==> src/rtl/tt_pkg.sv <==
// tt_pkg: shared widths and state encoding for the truth-table sweep capture.
package tt_pkg;
  localparam int TT_W = 16;
  localparam int IDX_W = 4;
  typedef enum logic [1:0] {IDLE, DRIVE, FINISH} state_t;
endpackage

==> src/rtl/tt_sweep_capture.sv <==
// tt_sweep_capture: walks a 4-input function through all 16 vectors and records its truth table.
module tt_sweep_capture
  import tt_pkg::*;
#(
  parameter int SETTLE = 1
) (
  input  logic            clk,
  input  logic            rst_n,
  input  logic            start,
  input  logic [TT_W-1:0] exp_tt,
  output logic            x0,
  output logic            x1,
  output logic            x2,
  output logic            x3,
  input  logic            y0,
  output logic            busy,
  output logic [TT_W-1:0] tt,
  output logic            done,
  output logic            match
);
  state_t state;
  logic [IDX_W-1:0] idx, xv;
  logic [3:0] cnt;
  logic [TT_W-1:0] exp_q, tt_n;
  logic last_beat;
  assign last_beat = cnt == 4'(SETTLE - 1);
  assign {x3, x2, x1, x0} = xv;
  // table as it will look once the current index is sampled; lets match see the final bit
  always_comb begin
    tt_n = tt;
    tt_n[idx] = y0;
  end
  always_ff @(posedge clk or negedge rst_n) begin
    if (!rst_n) begin
      state <= IDLE;
      idx <= '0;
      cnt <= '0;
      xv <= '0;
      busy <= 1'b0;
      done <= 1'b0;
      match <= 1'b0;
      tt <= '0;
      exp_q <= '0;
    end else begin
      case (state)
        IDLE: if (start) begin
          state <= DRIVE;
          idx <= '0;
          cnt <= '0;
          xv <= '0;
          tt <= '0;
          exp_q <= exp_tt;
          busy <= 1'b1;
          match <= 1'b0;
        end
        DRIVE: if (last_beat) begin
          tt <= tt_n;
          cnt <= '0;
          if (idx == IDX_W'(TT_W - 1)) begin
            state <= FINISH;
            xv <= '0;
            busy <= 1'b0;
            done <= 1'b1;
            match <= tt_n == exp_q;
          end else begin
            idx <= idx + 4'd1;
            xv <= idx + 4'd1;
          end
        end else begin
          cnt <= cnt + 4'd1;
        end
        FINISH: begin
          state <= IDLE;
          idx <= '0;
          done <= 1'b0;
        end
        default: state <= IDLE;
      endcase
    end
  end
endmodule

==> config.mk <==
export PLATFORM = sky130hd
export DESIGN_NAME = tt_sweep_capture
export DESIGN_NICKNAME = d
export VERILOG_FILES = /design/src/rtl/tt_pkg.sv /design/src/rtl/tt_sweep_capture.sv
export SDC_FILE = /design/constraint.sdc
export NUM_CORES = 1
export LEC_CHECK = 0
export CORE_MARGIN = 5
export CORE_UTILIZATION = 50
export DETAILED_ROUTE_END_ITERATION = 7
export PLACE_DENSITY = 0.75
export SLEW_MARGIN = 15
export SYNTH_ARGS = -nofsm -noshare
export SYNTH_HDL_FRONTEND = slang
export SYNTH_SLANG_ARGS = --single-unit
==> constraint.sdc <==
create_clock -name clk -period 2.4 [get_ports clk]
set_input_delay 0.36 -clock clk [delete_from_list [all_inputs] [get_ports clk]]
set_output_delay 0.36 -clock clk [all_outputs]
set_load 0.01 [all_outputs]
Word level (Yosys, flattened, before mapping)
Index checks and enable logic that the tools add are counted.
{ "word_totals": {"reg_bits": 49, "input_bits": 20, "out_inout_bits": 23, "word_cells": 64} }
{ "classes": {"n_addsub": 2, "magnitude_cmp": 2, "eq_ne": 8, "mux": 30, "n_reduce_logical": 13} }
{ "op_table": {"columns": ["op", "n"], "rows": [
  ["$mux 16", 2],
  ["$pmux 16 s2", 1],
  ["$mux 4", 6],
  ["$bwmux 16", 1],
  ["$eq 16x16->1", 1],
  ["$pmux 4 s2", 2],
  ["$pmux 4 s3", 1],
  ["$mux 1", 9],
  ["$reduce_and 3->1", 3],
  ["$add 4x1->4 const B", 2],
  ["$ne 2x2->1 const B", 4],
  ["$reduce_and 4->1", 2],
  ["$mux 2", 3],
  ["$pmux 1 s2", 3],
  ["$lt 4x5->1 const B", 1],
  ["$demux 1 s4", 1],
  ["$eq 4x4->1 const B", 1],
  ["$ge 4x1->1 const B", 1],
  ["$logic_not 4->1", 1],
  ["$pmux 2 s2", 1],
  ["$reduce_and 2->1", 2],
  ["$reduce_bool 2->1", 2],
  ["$reduce_bool 3->1", 1],
  ["$eq 2x1->1 const B", 1],
  ["other kinds (3)", 3]
]} }

Longest topological paths before layout
Gate-level depths: netlist of run 1.
{ "depth": {"ltp_word": 9, "ltp_mapped": 10} }

Least setup slack after synthesis of run 1
No wires, ideal clock.
{ "synth_timing": {"path_kind": "register -> register", "start": "reg idx[0]", "end": "reg match", "setup_time_ps": 95, "t_arrival_ps": 2011, "required_ps": 2305, "setup_slack_ps": 294, "stages_incl_launch_ff": 10, "n_path_buf": 1, "cell_sequence": "dfrtp_1 > inv_1 > ha_1 > clkbuf_1 > nor3b_1 > mux2i_1 > xnor2_1 > nor4_1 > nand4_1 > o31ai_1"} }
{ "synth_via": {"elab_chain_len": 9} }
{ "synth_rtl": {"columns": ["element", "line", "text"], "rows": [
  ["start: declaration", "tt_sweep_capture.sv:22", "logic [IDX_W-1:0] idx, xv;"],
  ["start signal: assignment", "tt_sweep_capture.sv:66", "idx <= idx + 4'd1;"],
  ["$lt 4x5->1 (not written as such) or $ge 4x1->1 (tied branches)", "tt_sweep_capture.sv:31", "tt_n[idx] = y0;"],
  ["$logic_and 1x1->1 (not written as such)", "tt_sweep_capture.sv:31", null],
  ["$mux 1 (not written as such)", "tt_sweep_capture.sv:31", null],
  ["$demux 1 s4", "tt_sweep_capture.sv:31", null],
  ["$bwmux 16", "tt_sweep_capture.sv:31", null],
  ["$eq 16x16->1", "tt_sweep_capture.sv:64", "match <= tt_n == exp_q;"],
  ["$mux 1", "tt_sweep_capture.sv:59", "if (idx == IDX_W'(TT_W - 1)) begin"],
  ["$mux 1", "tt_sweep_capture.sv:56", "DRIVE: if (last_beat) begin"],
  ["$pmux 1 s2", "tt_sweep_capture.sv:45", "case (state)"],
  ["end signal: assignment", "tt_sweep_capture.sv:64", null],
  ["end: declaration", "tt_sweep_capture.sv:19", "output logic match"]
]} }
Parallel ways exist; a longest one is shown, timed or not. The select of a mux whose other input is x is not followed.
A chain may end at the register's enable or synchronous reset.

Worst setup path after layout of run 1
{ "layout_timing": {"start": "reg idx[1]", "end": "reg match"} }
The elaborated chain is that of the path after synthesis.

==> impl_metrics.ini, run 1 <==
[floorplan]
dieHeight_um = 82.6
io_pins = 43
rows = 26
die_area_um2 = 6830
die_x_um = 82.6
start_util = 0.517
core-area_um2 = 5110

[timing]
timing.final.crit_share = 0.944
max_freq_mhz = 441
rsz0062_at_grt = false
hold_violations = 0
hold_slack_ps = 149
slew_viol_final = 0
setup_slack_ps = 134
fin_crit_ps = 2270
finalSetupViolCount = 0
worst_slew_margin_rel = 0.545
skew_ps = 3.64
worst_slew_pin_slew_ps = 682

[route]
ant_nets = 0
drc = 0
postRouteWirelength_um = 6080
num_vias = 2234
viasPerCell = 5.45
first_iter_violations = 147
first_pass_iters = 4
wire_per_inst_um = 14.8

[critical_path]
critPathCaptureType = flop
crit_chain = inv_1 -> ha_1 -> nor3b_2 -> mux2i_1 -> xnor2_1 -> nor4_2 -> nand4_1 -> o31ai_1
crit_fanout = 9
required_ps = 2590
critical_path_class = flop to flop
critical_path.top_delay_family = simple AND/OR/NAND/NOR gates
cpMaxStageDelayCell = dfrtp_1
max_stage_delay_ps = 450
worst_ep_arrival_time_ps = 2460
cp_num_buf_inv = 1
crit_path_start_kind = flop

[cts]
ctsHoldBuffers = 0
cts.sinks = 49
clockBufferDepth = 2
h-tree-depth = 2
cts_tree = built
cts_root_buf = clkbuf_8
clk_pin_slew_ps = 90
clk-insertion-delay-late_ps = 290
cts_buffers = 5
cts_setup_buffers = 0

[placed_design]
pre_cts_ws_ps = -55.8
dp.cells = 403
place_congestion = 0.842
io_buffers = 42
placed_area_um2 = 3150
hpwl_um = 4450

[yosys]
syn_inst = 298
async_flop_share = 1.00
synth_nets = 325
synthesis.area_um2 = 2640
synthDistinctLibCells = 37
ys.warnings.count = 0
synth_edf_count = 0
ys_seq_elements = 49
synth-main-ff-cell = dfrtp_1
yosysSeqAreaShare = 0.465
synth_area_per_cell_um2 = 8.85

[power]
cellPowerDensity_nw_per_um2 = 1240
p_leak_nw = 1.50
ir_worst_vdd_mv = 0.489

[layout]
final_layout_size_suffix_gt1_frac = 0.0765
antenna_cells = 0
mostFrequentLayoutCell = nand2_1
final_cell_mix = nand2_1 (65), dfrtp_1 (48), clkdlybuf4s50_1 (41), o21ai_0 (27), a21oi_1 (17)
nets = 367
area_delta_synth_final_pct = 23.3
layout.cells.non_filler = 410
n_fill_cell = 467
final_util = 0.637
final_area_um2 = 3250

[global_route]
antenna_found_initial = 0
grt_max_degree = 50
grt_pass1_vias = 2124
overflow = 0
grt_use_total = 0.197
grt_pass1_wl_um = 10300

[run_status]
status = finished, final reports clean

[job]
maxCapViolCount = 0

[min_path]
hold_path_class = input pin to asynchronous set/reset pin
-- report_power, final --
part           internal (mW)  switching [mW]
sequential              1.16           0.344
clock                  0.229           0.261
combinational          0.964            1.08
-- sequential cells by signal, indices dropped and copies added, names as in the netlist --
name	count
exp_q	16
tt	16
cnt	4
idx	4
xv	4
state	2
busy	1
done	1
match	1
-- through the flow --
step / power (mW) / TNS (ps)
floorplan: 2.74 / 0
global placement: 3.48 / 0
detailed placement: 3.52 / -55.8
CTS: 4.04 / 0
global route: 4.35 / 0
finish: 4.03 / 0
-- layer usage --
| layer | share of wire | vias up | routed length, um | track usage |
|---|---|---|---|---|
| met5 | 0 | - | 0 | 0 |
| met4 | 0.012 | 0 | 74 | 0.0556 |
| met3 | 0.048 | 7 | 289 | 0.0358 |
| met2 | 0.45 | 57 | 2750 | 0.310 |
| met1 | 0.49 | 1075 | 2960 | 0.279 |
| li1 | - | 1095 | - | - |
-- timing repair --
action                     4_1_cts  5_1_grt
gates resized for setup          2        4
pin swaps                        0        1
setup endpoints to repair        1        8
-- Yosys cell counts, types with 2 or more instances --
| master | count | area share |
|---|---|---|
| nand3b_1 | 4 | 0.011 |
| o21ai_1 | 8 | 0.015 |
| ha_1 | 7 | 0.033 |
| o21ai_0 | 27 | 0.051 |
| a32o_1 | 2 | 0.0076 |
| clkbuf_1 | 12 | 0.017 |
| and2_1 | 2 | 0.0047 |
| a21o_1 | 2 | 0.0057 |
| nand2_1 | 65 | 0.092 |
| xnor2_1 | 5 | 0.017 |
| nand4_1 | 2 | 0.0047 |
| nand2b_1 | 2 | 0.0047 |
| mux2i_1 | 14 | 0.053 |
| dfrtp_1 | 49 | 0.46 |
| nand3_1 | 11 | 0.021 |
| o31ai_1 | 5 | 0.014 |
| buf_2 | 6 | 0.011 |
| a21oi_1 | 17 | 0.032 |
| o22ai_1 | 4 | 0.0095 |
| inv_1 | 11 | 0.016 |
| xor2_1 | 10 | 0.033 |
| nor3b_1 | 2 | 0.0057 |
| a22o_1 | 4 | 0.013 |
| nor2_1 | 14 | 0.020 |
-- worst reg2reg max path, delay by kind of cell, from the launching register on --
kind                     cells  cell delay [ps]
multiplexers                 1              270
adder cells (fa/ha/maj)      1              330
AO/OA/AOI/OAI                1              260
flip-flops                   1              450
AND/OR/NAND/NOR              3              640
buffers and inverters        1              110
XOR/XNOR                     1              110
-- cell type report --
| class | count | area [um^2] | share of cell area |
|---|---|---|---|
| Inverter | 11 | 41.3 | 0.0127 |
| Multi-Input combinational cell | 219 | 1310 | 0.401 |
| Timing Repair Buffer | 54 | 505 | 0.155 |
| Tap cell | 70 | 87.6 | 0.0269 |
| Sequential cell | 49 | 1230 | 0.377 |
| Clock buffer | 7 | 86.3 | 0.0265 |
-- final timing paths --
path	startpoint	to	slack, ps	cells past startpoint
worst max-delay path	idx[1]	match	130	8
worst min-delay path	rst_n	cnt[3]	150	2
worst max register to register	idx[1]	match	130	8
worst min register to register	xv[3]	xv[3]	490	1
max in group asynchronous	rst_n	idx[3]	1800	2
min in group clk	xv[3]	xv[3]	490	1
-- kinds of logic (layout without fill, tap and decap cells) --
family	after synthesis	count (layout)	share of synthesized area
simple gates	110	110	0.188
compound gates	73	73	0.163
flops	49	49	0.465
buf+inv	30	72	0.0484
xor+xnor	15	15	0.0498
mux	14	14	0.0531
fa+ha+maj	7	7	0.0332
Power figures use the tool's default switching activity.
==> run 2: changes to the inputs <==
Settings changed: RECOVER_POWER set to 25.
==> impl_metrics.ini, run 2 (synthesis results as in run 1) <==
[critical_path]
cp_num_buf_inv = 1
critical_path_class = flop to flop
cpMaxStageDelayCell = dfrtp_1
crit_path_start_kind = flop
max_stage_delay_ps = 450
critPathCaptureType = flop
required_ps = 2590
crit_chain = inv_1 -> ha_1 -> nor3b_2 -> mux2i_1 -> xnor2_1 -> nor4_2 -> nand4_1 -> o31ai_1
critical_path.top_delay_family = simple AND/OR/NAND/NOR gates
worst_ep_arrival_time_ps = 2460
crit_fanout = 9

[route]
first_iter_violations = 147
wire_per_inst_um = 14.8
postRouteWirelength_um = 6070
drc = 0
first_pass_iters = 4
viasPerCell = 5.42
ant_nets = 0
num_vias = 2224

[timing]
max_freq_mhz = 441
setup_slack_ps = 133
skew_ps = 3.60
setup_tns_ps = 0
rsz0062_at_grt = false
worst_slew_pin_slew_ps = 1190
slew_viol_final = 0
worst_slew_margin_rel = 0.205
timing.final.crit_share = 0.945
finalSetupViolCount = 0
fin_crit_ps = 2270
hold_slack_ps = 379
hold_violations = 0

[power]
switching_share = 0.417
pwr-share-comb = 0.506
p_leak_nw = 1.50
p_clk_frac = 0.122
finalPower_mw = 4.03
cellPowerDensity_nw_per_um2 = 1240
power_frac_seq = 0.372
p_int_mw = 2.35
p_sw_mw = 1.68
ir_worst_vdd_mv = 0.489

[layout]
nets = 367
final_layout_size_suffix_gt1_frac = 0.0765
area_delta_synth_final_pct = 23.2
antenna_cells = 0
reg_top3 = exp_q x16, tt x16
final_cell_mix = nand2_1 (65), dfrtp_1 (48), clkdlybuf4s50_1 (41), o21ai_0 (27), a21oi_1 (17)
mostFrequentLayoutCell = nand2_1
final_util = 0.637

[global_route]
grt_use_total = 0.197
grt_max_degree = 50
grt_pass1_vias = 2124
antenna_found_initial = 0
grt_pass1_wl_um = 10300
overflow = 0

[cts]
clk_pin_slew_ps = 90
cts.sinks = 49
clockBufferDepth = 2
cts_root_buf = clkbuf_8
cts_setup_buffers = 0
cts_buffers = 5
h-tree-depth = 2
clk-insertion-delay-late_ps = 290
cts_tree = built

[floorplan]
die_area_um2 = 6830
start_util = 0.517
io_pins = 43
core-area_um2 = 5110
die_x_um = 82.6
dieHeight_um = 82.6
rows = 26

[placed_design]
place_congestion = 0.842
hpwl_um = 4450
pre_cts_ws_ps = -55.8
io_buffers = 42

[run_status]
status = finished, final reports clean

[job]
maxCapViolCount = 0

[min_path]
hold_path_class = input pin to asynchronous set/reset pin
run 2: area by class of cell:
cell class	instances	area [um^2]
Tap cell	70	87.6
Sequential cell	49	1230
Inverter	11	41.3
Clock buffer	7	86.3
Timing Repair Buffer	54	503
Fill cell	466	1860
Multi-Input combinational cell	219	1310
run 2: power groups by stage:
| stage | combinational [mW] | clock [mW] | sequential [mW] |
|---|---|---|---|
| 4_1_cts | 2.05 | 0.496 | 1.49 |
| 2_1_floorplan | 1.29 | 0 | 1.45 |
| 3_3_place_gp | 1.98 | 0 | 1.50 |
| 6_report | 2.04 | 0.491 | 1.50 |
| 5_1_grt | 2.28 | 0.521 | 1.55 |
| 3_5_place_dp | 2.02 | 0 | 1.50 |
run 2: path summary, 6_finish.rpt:
path                              from      to  slack [ps]  depth (start not counted)
worst min-delay path             rst_n  cnt[3]         380                          2
worst min register to register   xv[3]   xv[3]         490                          1
min in group clk                 xv[3]   xv[3]         490                          1
worst max-delay path            idx[1]   match         130                          8
max in group asynchronous        rst_n  idx[3]        1220                          2
worst max register to register  idx[1]   match         130                          8
run 2: metal layers:
layer / vias to the layer above / track usage / share of wire
li1: 1095 / - / -
met1: 1067 / 0.279 / 0.49
met2: 55 / 0.310 / 0.45
met3: 7 / 0.0358 / 0.047
met4: 0 / 0.0556 / 0.012
met5: - / 0 / 0
run 2: what timing repair did:
item,in CTS,in global routing
endpoints found under the hold margin,0,0
hold buffers,0,0
pin swaps,0,1
resized for setup,2,4
endpoints found under the setup margin,1,8
run 2: stage by stage:
step / instance area (um^2) / instances
detailed placement: 3150 / 403
floorplan: 2640 / 298
global route: 3250 / 410
CTS: 3240 / 410
global placement: 3150 / 403
finish: 3250 / 410
==> run 3: changes to the inputs <==
Settings changed: GPL_TIMING_DRIVEN set to 0.
==> impl_metrics.ini, run 3 (synthesis results as in run 1) <==
[run_status]
status = finished, final reports clean

[global_route]
grt_pass1_wl_um = 10500
grt_max_degree = 26
grt_use_total = 0.205
grt_pass1_vias = 2163
overflow = 0
antenna_found_initial = 0

[critical_path]
required_ps = 2620
crit_fanout = 8
critical_path.top_delay_family = simple AND/OR/NAND/NOR gates
crit_path_start_kind = flop
critPathCaptureType = flop
worst_ep_arrival_time_ps = 2450
cp_num_buf_inv = 1
critical_path_class = flop to flop
crit_chain = inv_1 -> ha_4 -> nor3b_4 -> mux2i_1 -> xnor2_1 -> nor4_2 -> nand4_1 -> o31ai_1
cpMaxStageDelayCell = dfrtp_1
max_stage_delay_ps = 460

[layout]
final_util = 0.642
n_fill_cell = 459
final_cell_mix = nand2_1 (65), dfrtp_1 (49), clkdlybuf4s50_1 (40), o21ai_0 (27), a21oi_1 (17)
final_area_um2 = 3280
final_layout_size_suffix_gt1_frac = 0.0694
mostFrequentLayoutCell = nand2_1
area_delta_synth_final_pct = 24.3
reg_top3 = exp_q x16, tt x16
antenna_cells = 0
nets = 372

[floorplan]
rows = 26
io_pins = 43
core-area_um2 = 5110
dieHeight_um = 82.6
die_x_um = 82.6
start_util = 0.517
die_area_um2 = 6830

[min_path]
hold_path_class = input pin to asynchronous set/reset pin

[power]
finalPower_mw = 4.14
p_leak_nw = 1.50
cellPowerDensity_nw_per_um2 = 1260
ir_worst_vdd_mv = 0.535

[route]
drc = 0
num_vias = 2328
viasPerCell = 5.60
postRouteWirelength_um = 6420
ant_nets = 0
first_pass_iters = 5
wire_per_inst_um = 15.4
first_iter_violations = 191

[timing]
hold_violations = 0
timing.final.crit_share = 0.927
worst_slew_pin_slew_ps = 1280
worst_slew_margin_rel = 0.147
rsz0062_at_grt = true
skew_ps = 3.93
finalSetupViolCount = 0
setup_slack_ps = 175
hold_slack_ps = 312
max_freq_mhz = 449
fin_crit_ps = 2220
slew_viol_final = 0

[cts]
clk-insertion-delay-late_ps = 310
h-tree-depth = 2
clockBufferDepth = 2
cts_tree = built
ctsHoldBuffers = 0
cts_buffers = 5
cts.sinks = 49
clk_pin_slew_ps = 90
cts_root_buf = clkbuf_8

[placed_design]
placed_area_um2 = 3150
hpwl_um = 4680
place_congestion = 0.856
io_buffers = 41
pre_cts_ws_ps = -263

[job]
maxCapViolCount = 0
## run 3: cell types whose count changed in the layout (fill, tap and decap cells not counted), sizes merged
cell | before | now
buf | 12 | 7
clkdlybuf4s50 | 41 | 40
clkinv | 0 | 1
clkbuf | 8 | 19
## run 3: worst paths after layout
path,start,end,slack [ps],cells past startpoint
setup / recovery,idx[0],match,180,8
setup reg to reg,idx[0],match,180,8
min in group clk,xv[3],xv[3],480,1
hold reg to reg,xv[3],xv[3],480,1
max in group asynchronous,rst_n,tt[3],810,2
hold / removal,rst_n,exp_q[13],310,1
## run 3: repair_timing
item,4_1_cts,5_1_grt
buffers inserted,0,0
resized for setup,4,6
pin swaps,0,2
setup endpoints to repair,9,13
## run 3: where the power goes
part           switching [mW]  internal [mW]
combinational            1.19          0.967
sequential              0.286           1.16
clock                   0.279          0.261
## run 3: cell type report
class,count,area (um^2),share of cell area
Timing Repair Buffer,42,409,0.125
Inverter,11,41.3,0.0126
Tap cell,70,87.6,0.0267
Multi-Input combinational cell,219,1340,0.407
Clock inverter,1,5.00,0.00153
Clock buffer,7,96.3,0.0294
Buffer,17,78.8,0.0240
Sequential cell,49,1230,0.374
## run 3: per-stage QoR
step | instances | TNS [ps]
after global placement | 409 | -22380
final | 416 | 0
after detailed placement | 410 | -339
after global routing | 416 | -65.6
after floorplan | 298 | 0
after CTS | 417 | 0
## run 3: per-layer routing
metal / part of all wire / wire length (um) / global-route usage
met3: 0.057 / 366 / 0.0325
met1: 0.45 / 2880 / 0.281
met2: 0.47 / 3000 / 0.323
met4: 0.027 / 172 / 0.0833
met5: 0 / 0 / 0
## run 3: worst register-to-register path, delay by kind of cell (launching register included)
| kind | cells | cell delay [ps] |
|---|---|---|
| AO/OA/AOI/OAI | 1 | 240 |
| XOR/XNOR | 1 | 110 |
| adder cells (fa/ha/maj) | 1 | 210 |
| buffers and inverters | 1 | 170 |
| flip-flops | 1 | 460 |
| multiplexers | 1 | 240 |
| AND/OR/NAND/NOR | 3 | 710 |
